--- src/rtl/fb_if.sv ---
// Read port between the scan-out reader and the downscaled framebuffer BRAM.
// The BRAM answers fb_addr/fb_rd_en with fb_data one clock later.
interface fb_if #(
  parameter int ADDR_W = 15
);
  logic [ADDR_W-1:0] fb_addr;
  logic              fb_rd_en;
  logic [11:0]       fb_data;

  modport master (output fb_addr, output fb_rd_en, input fb_data);
  modport slave  (input fb_addr, input fb_rd_en, output fb_data);
endinterface

--- src/rtl/vga_fb_reader.sv ---
// VGA 640x480@60 scan-out: raster counters, multiplier-free framebuffer addressing,
// and a three-stage pipeline that keeps rgb/de/hsync/vsync/frame_start aligned.
module vga_fb_reader #(
  parameter int H_ACTIVE    = 640,
  parameter int H_FP        = 16,
  parameter int H_SYNC      = 96,
  parameter int H_BP        = 48,
  parameter int V_ACTIVE    = 480,
  parameter int V_FP        = 10,
  parameter int V_SYNC      = 2,
  parameter int V_BP        = 33,
  parameter int SCALE_SHIFT = 2,
  parameter int ADDR_W      = 15
) (
  input  logic        clk,
  input  logic        rst,
  fb_if.master        fb,
  output logic [11:0] rgb,
  output logic        de,
  output logic        hsync,
  output logic        vsync,
  output logic        frame_start
);

  localparam int H_TOTAL = H_ACTIVE + H_FP + H_SYNC + H_BP;
  localparam int V_TOTAL = V_ACTIVE + V_FP + V_SYNC + V_BP;
  localparam int H_W     = $clog2(H_TOTAL);
  localparam int V_W     = $clog2(V_TOTAL);

  typedef logic [H_W-1:0]    h_t;
  typedef logic [V_W-1:0]    v_t;
  typedef logic [ADDR_W-1:0] addr_t;

  localparam h_t    H_LAST   = h_t'(H_TOTAL - 1);
  localparam h_t    H_VIS    = h_t'(H_ACTIVE);
  localparam h_t    HS_START = h_t'(H_ACTIVE + H_FP);
  localparam h_t    HS_END   = h_t'(H_ACTIVE + H_FP + H_SYNC);
  localparam h_t    H_SUB    = h_t'((1 << SCALE_SHIFT) - 1);
  localparam v_t    V_LAST   = v_t'(V_TOTAL - 1);
  localparam v_t    V_VIS    = v_t'(V_ACTIVE);
  localparam v_t    VS_START = v_t'(V_ACTIVE + V_FP);
  localparam v_t    VS_END   = v_t'(V_ACTIVE + V_FP + V_SYNC);
  localparam v_t    V_SUB    = v_t'((1 << SCALE_SHIFT) - 1);
  localparam addr_t ROW_STEP = addr_t'(H_ACTIVE >> SCALE_SHIFT);

  // Control bits that travel alongside the pixel through the BRAM latency.
  typedef struct packed {
    logic de;
    logic hs;
    logic vs;
    logic fs;
  } ctl_t;

  localparam ctl_t CTL_IDLE = '{de: 1'b0, hs: 1'b1, vs: 1'b1, fs: 1'b0};

  h_t    h_cnt;
  v_t    v_cnt;
  addr_t col_addr;
  addr_t row_base;
  ctl_t  ctl_s1;
  ctl_t  ctl_s2;

  logic visible, h_wrap, v_wrap, hs_n, vs_n, first_px;

  always_comb begin
    visible  = (h_cnt < H_VIS) && (v_cnt < V_VIS);
    h_wrap   = (h_cnt == H_LAST);
    v_wrap   = (v_cnt == V_LAST);
    hs_n     = !((h_cnt >= HS_START) && (h_cnt < HS_END));
    vs_n     = !((v_cnt >= VS_START) && (v_cnt < VS_END));
    first_px = (h_cnt == '0) && (v_cnt == '0);
  end

  // Column advances once per 2^S visible clocks; row base steps once per 2^S lines.
  always_ff @(posedge clk) begin
    // NOTE: state uses <= so every flop samples pre-edge values; reset is
    // synchronous, so it is just the first branch inside the clocked block.
    if (rst) begin
      h_cnt    <= '0;
      v_cnt    <= '0;
      col_addr <= '0;
      row_base <= '0;
    end else if (h_wrap) begin
      h_cnt    <= '0;
      col_addr <= '0;
      if (v_wrap) begin
        v_cnt    <= '0;
        row_base <= '0;
      end else begin
        v_cnt <= v_cnt + v_t'(1);
        if ((v_cnt < V_VIS) && ((v_cnt & V_SUB) == V_SUB))
          row_base <= row_base + ROW_STEP;
      end
    end else begin
      h_cnt <= h_cnt + h_t'(1);
      if (visible && ((h_cnt & H_SUB) == H_SUB))
        col_addr <= col_addr + addr_t'(1);
    end
  end

  // Stage 1: BRAM request plus the control bits for the same pixel.
  always_ff @(posedge clk) begin
    if (rst) begin
      fb.fb_addr  <= '0;
      fb.fb_rd_en <= 1'b0;
      ctl_s1      <= CTL_IDLE;
    end else begin
      fb.fb_rd_en <= visible;
      // NOTE: no else branch: fb_addr is a clock-enabled flop that holds its
      // value through blanking, not a latch.
      if (visible)
        fb.fb_addr <= row_base + col_addr;
      ctl_s1 <= '{de: visible, hs: hs_n, vs: vs_n, fs: first_px};
    end
  end

  // Stage 2 waits out the BRAM read; stage 3 registers all pins together.
  always_ff @(posedge clk) begin
    if (rst) begin
      ctl_s2      <= CTL_IDLE;
      rgb         <= '0;
      de          <= 1'b0;
      hsync       <= 1'b1;
      vsync       <= 1'b1;
      frame_start <= 1'b0;
    end else begin
      ctl_s2      <= ctl_s1;
      rgb         <= ctl_s2.de ? fb.fb_data : 12'h000;
      de          <= ctl_s2.de;
      hsync       <= ctl_s2.hs;
      vsync       <= ctl_s2.vs;
      frame_start <= ctl_s2.fs;
    end
  end

endmodule

--- src/flat_wrapper.sv ---
// flat-port wrapper written by rule: the top's interface ports become plain ports
module vga_fb_reader_flat 
#(
  parameter int H_ACTIVE    = 640,
  parameter int H_FP        = 16,
  parameter int H_SYNC      = 96,
  parameter int H_BP        = 48,
  parameter int V_ACTIVE    = 480,
  parameter int V_FP        = 10,
  parameter int V_SYNC      = 2,
  parameter int V_BP        = 33,
  parameter int SCALE_SHIFT = 2,
  parameter int ADDR_W      = 15
)
  (clk, rst, rgb, de, hsync, vsync, frame_start, fb_fb_addr, fb_fb_rd_en, fb_fb_data);
  fb_if #(.ADDR_W(ADDR_W)) fb_i ();
  input  logic clk;
  input  logic rst;
  output logic [11:0] rgb;
  output logic de;
  output logic hsync;
  output logic vsync;
  output logic frame_start;
  output wire logic [$bits(fb_i.fb_addr)-1:0] fb_fb_addr;
  output wire logic [$bits(fb_i.fb_rd_en)-1:0] fb_fb_rd_en;
  input wire logic [$bits(fb_i.fb_data)-1:0] fb_fb_data;
  assign fb_fb_addr = fb_i.fb_addr;
  assign fb_fb_rd_en = fb_i.fb_rd_en;
  assign fb_i.fb_data = fb_fb_data;
  vga_fb_reader #(.H_ACTIVE(H_ACTIVE), .H_FP(H_FP), .H_SYNC(H_SYNC), .H_BP(H_BP), .V_ACTIVE(V_ACTIVE), .V_FP(V_FP), .V_SYNC(V_SYNC), .V_BP(V_BP), .SCALE_SHIFT(SCALE_SHIFT), .ADDR_W(ADDR_W)) u_core (.clk(clk), .rst(rst), .fb(fb_i), .rgb(rgb), .de(de), .hsync(hsync), .vsync(vsync), .frame_start(frame_start));
endmodule
--- config.mk ---
export PLATFORM = sky130hd
export DESIGN_NAME = vga_fb_reader_flat
export DESIGN_NICKNAME = d
export VERILOG_FILES = /design/src/rtl/fb_if.sv /design/src/rtl/vga_fb_reader.sv /design/src/flat_wrapper.sv
export SDC_FILE = /design/constraint.sdc
export NUM_CORES = 1
export LEC_CHECK = 0
export BUFFER_PORTS_ARGS = -buffer_cell sky130_fd_sc_hd__buf_4
export CAP_MARGIN = 20
export CORE_MARGIN = 5
export CORE_UTILIZATION = 60
export CTS_BUF_LIST = sky130_fd_sc_hd__clkbuf_4
export DETAILED_ROUTE_END_ITERATION = 10
export PLACE_DENSITY_LB_ADDON = 0.12
export SLEW_MARGIN = 25
export SYNTH_ARGS = -nofsm -noshare
export SYNTH_HDL_FRONTEND = slang
export SYNTH_SLANG_ARGS = --single-unit
--- constraint.sdc ---
create_clock -name clk -period 4.3 [get_ports clk]
set_input_delay 0.43 -clock clk [delete_from_list [all_inputs] [get_ports clk]]
set_output_delay 0.43 -clock clk [all_outputs]
set_load 0.02 [all_outputs]
== After elaboration in Yosys (flattened, before gate mapping) ==
Index checks and enable logic that the tools add are counted.

* Register bits after elaboration: 89
* Input bits: 14

* Reduce and logical (&&, ||, !) cells: 14
* Eq/ne operators: 4
* Bitwise logic cells: 1
* Add/sub/neg operators: 5
* Muxes and demuxes: 3
* Magnitude comparators: 6

{| class="wikitable"
|+ Operator list
! cell !! count
|-
| 2-to-1 mux 15 bit || 2
|-
| adder 10 x 1 -> 10 bit, second input constant || 2
|-
| == test 10 bit, second input constant || 2
|-
| logical NOT 10 bit || 2
|-
| less-than comparator 10 bit, second input constant || 2
|-
| less-than comparator 10 x 9 -> 1 bit, second input constant || 2
|-
| adder 15 x 1 -> 15 bit, second input constant || 1
|-
| adder 15 bit || 1
|-
| adder 15 x 8 -> 15 bit, second input constant || 1
|-
| >= comparator 10 bit, second input constant || 1
|-
| >= comparator 10 x 9 -> 1 bit, second input constant || 1
|-
| 2-to-1 mux 10 bit || 1
|-
| logical AND 1 bit || 6
|-
| == test 2 bit, second input constant || 2
|-
| OR reduction 2 bit || 2
|-
| logical NOT 1 bit || 2
|-
| AND reduction 2 bit || 1
|-
| nonzero test 2 bit || 1
|-
| inverter 1 bit || 1
|}

== Depth between registers and ports, before layout ==
* Depth in word-level cells: 4
* Mapped depth: 9

== Least setup slack after synthesis ==
Ideal clock, no wire load.

* Path kind: flip-flop to flip-flop
* From: reg u_core.row_base[11]
* To: reg u_core.fb.fb_addr[12]
* Slack: 2.488 ns
* Clock period less this slack: 1.812 ns
* Cell stages (with the launch flop): 6
* Arrival time: 1.726 ns
* Cell sequence: dfxtp_1 -> ha_1 -> a2111oi_0 -> a21oi_1 -> xnor2_1 -> a211oi_1

* Longest elaborated chain between the ends: 1

{| class="wikitable"
|+ RTL lines
! what !! RTL line !! RTL
|-
| start, declared || vga_fb_reader.sv:59 || <nowiki>addr_t row_base;</nowiki>
|-
| start signal, assigned || vga_fb_reader.sv:92 || <nowiki>row_base <= row_base + ROW_STEP;</nowiki>
|-
| adder 15 bit || vga_fb_reader.sv:112 || <nowiki>fb.fb_addr <= row_base + col_addr;</nowiki>
|-
| end signal, assigned || vga_fb_reader.sv:112 ||
|-
| end, declared || fb_if.sv:10 || <nowiki>modport master (output fb_addr, output fb_rd_en, input fb_data);</nowiki>
|}

No other way between the ends.
A chain may end at the register's enable or synchronous reset.

== Final worst setup path ==
* From: reg u_core.h_cnt[0]
* To: reg u_core.row_base[14]

* Longest elaborated chain between the ends: 2

{| class="wikitable"
|+ RTL lines
! what !! RTL line !! RTL
|-
| start, declared || vga_fb_reader.sv:56 || <nowiki>h_t h_cnt;</nowiki>
|-
| start signal, assigned || vga_fb_reader.sv:95 || <nowiki>h_cnt <= h_cnt + h_t'(1);</nowiki>
|-
| == test 10 bit || vga_fb_reader.sv:67 || <nowiki>h_wrap = (h_cnt == H_LAST);</nowiki>
|-
| AND reduction 2 bit (no line) || n/a ||
|}

No other way between the ends.

==> metrics.txt <==
status=complete, no violations; Worst Hold Depth=2; Final period util=between 50% and 60%; Worst R2R Start=u_core.h_cnt[0]; vias=2,969; DRC violations left=0; port bufs=45; synth top area cells=dfxtp_1, nor2_1, ha_1, xnor2_1, xor2_1; cell depth of the worst flop-to-flop path=5; Hold EP=u_core.rgb[3]; routed len/inst=14.1 um; min Tclk post-route=2.31 ns; placed instance area=about 4000 um^2; clock slew at reported path FFs=roughly 0.13 ns; diode count=0; Seq/Total Area, Yosys=45.6%; post-CTS setup buffers=0; Synth Area in Compound Gates=a little under an eighth; Final nets=477; pwr/cell area=310 nW/um^2; RD Place Congestion=0.852; clock sinks=84; reg2reg end=u_core.row_base[14]; final number of hold-violating endpoints=0; Leak=1.69 nW; Synth Warn #=0; Root Driver=clkbuf_4; Setup crit start kind=flip-flop; most frequent cell after synthesis=dfxtp_1; Syn Std Cell Area=3690 um^2; Worst Path Required=4.57 ns; Clock Latency Late Sink=0.42 ns; syn_nets=437; Tot GR Track Use=between 20% and 30%; worst-path fanout max=13; Syn Area/Cell=9.04 um^2; largest family of logic cells by synthesized area=simple AND/OR/NAND/NOR gates; Congestion Overflow GR=0; Die X=88.4 um; CTS tree=built; Synth async-reset ratio=0%; Worst VDD drop=slightly below 0.0002 V; initial antenna violation count=0; FP Rows=28; Final Core Density=between 70% and 80%; number of flops mapped to enable cells by yosys=0; Arr. time, crit path=between 2 and 3 ns; top_reg_cell synth=dfxtp_1; CORE AREA=5960 um^2; Post-Synth Adder-Cell Area=5.09%; die footprint=around 7800 um^2; cts repair resizes=0; synthesis-to-layout area growth=13.5%; # setup viols final=0; WS Path Type=flip-flop to flip-flop; Slew Viols, Final=0; Hold Path Class=input pin to flip-flop; mux share of post-synthesis cell area=less than 1%; vias in the first global route=~2.7k; total of max-cap violations=0; total chip power=between 1 and 1.5 mW; flop-to-flop setup slack=1.99 ns; Syn Inst Count=roughly 410; hold_sp=fb_fb_data[3]; Cell variety after synth=50; Worst-Margin Slew=0.880 ns; Longest Clk Path Bufs=2; Final Instance Area=4190 um^2; die height=around 90 um; vias per inst=5.62; Fin Setup TNS=0 ns; relative slew slack=40.9%; Final Skew=0.0135 ns; number of fill cells=494; first-pass iteration count of the detailed router=4; H-tree Lvls=3; Worst Setup End Kind=flip-flop; post-synthesis simple-gate area fraction=roughly 25%; Post-synth top cells=dfxtp_1, nor2_1, nand2_1; Yosys reg bits=84; area leader, netlist=dfxtp_1; xor and xnor area share after synthesis=9.02%; first-pass GRT wire length=12,500 um; cts bufs inserted=9; Final ANT Viol Nets=0; layout cells sized above 1=16.1%; final WL=7440 um; pin count of the biggest net entering global routing=37; post-synth top area share=45.6%; fmax=432 MHz; RSZ-0062 raised after global routing=false; DR iter-0 viols=~130; I/O pins=46; hold buffers post-CTS=0; hpwl dp=between 5000 and 6000 um; Initial Utilization=61.9%
[power by group]
group	switching (mW)	leakage [nW]	internal, mW
combinational	0.0285	0.934	0.0213
sequential	0.00510	0.680	0.788
clock	0.257	0.0752	0.197
[placed cells by master, fill, tap and decap left out, drive strengths merged, types with 6 or more instances in the layout]
cell type and count:
dfxtp 84, nor2 51, buf 45, nand2 38, xnor2 21, a21oi 21, nand3 21, xor2 17
and2 15, ha 15, nor3 13, clkbuf 12, nand4 12, inv 11, o21ai 10, and3 9
a211oi 6
[flip-flops by register name, summed over array words and instances, names as in the netlist]
signal              count
u_core.ctl_s2           4
u_core.fb.fb_addr      15
u_core.h_cnt           10
u_core.vsync            1
u_core.ctl_s1           3
u_core.v_cnt           10
u_core.row_base        10
u_core.hsync            1
u_core.rgb             12
u_core.frame_start      1
u_core.col_addr        15
u_core.de               1
u_core.fb.fb_rd_en      1
[worst max-delay path, cell delays in order, from the launching register on]
cell	delay, ns
dfxtp_1	0.40
ha_1	0.27
and3_1	0.32
nand3_1	0.29
o21ai_1	0.78
nor2_1	0.11
[final cells by class]
cell class	count	area, um^2	share of cell area, %
multi-input combinational	296	1890	45.1
tap	75	93.8	2.24
clock buffer	12	90.1	2.15
clock inverter	4	50.0	1.20
inverter	12	45.0	1.08
sequential	84	1680	40.2
timing repair buffer	45	338	8.07
[logic make-up (layout without fill, tap and decap cells)]
group / count (synthesis) / count (layout)
xor gates and xnor gates: 38 / 38
adders and majority gates: 15 / 15
AOI/OAI and AO/OA: 58 / 58
muxes: 3 / 3
DFF: 84 / 84
buffers and inverters: 28 / 73
and+or+nand+nor: 182 / 182
[stage by stage]
step	worst slack (ns)	hold WS, ns	cells
6_report	1.99	0.201	528
3_3_place_gp	2.15	0.392	512
4_1_cts	2.02	0.180	528
5_1_grt	1.76	0.179	528
3_5_place_dp	2.04	0.400	512
2_1_floorplan	2.49	0.389	408
[routing by layer]
| metal | up-vias | wire, um | track usage, % |
|---|---|---|---|
| met3 | 13 | 547 | 4.75 |
| met2 | 94 | 3280 | 30.8 |
| met4 | 0 | 152 | 8.52 |
| met5 | - | 0 | 0 |
| met1 | 1365 | 3460 | 28.2 |
| li1 | 1497 | - | - |
[worst max-delay path by stage]
stage                     slack, ns           startpoint                     to
after floorplan                2.49  u_core.row_base[11]  u_core.fb.fb_addr[12]
after global placement         2.15      u_core.h_cnt[0]    u_core.row_base[14]
final                          1.99      u_core.h_cnt[0]    u_core.row_base[14]
after CTS                      2.02      u_core.h_cnt[0]    u_core.row_base[14]
after global routing           1.76      u_core.h_cnt[0]    u_core.row_base[14]
after detailed placement       2.04      u_core.h_cnt[0]    u_core.row_base[13]
Power figures use the tool's default switching activity.
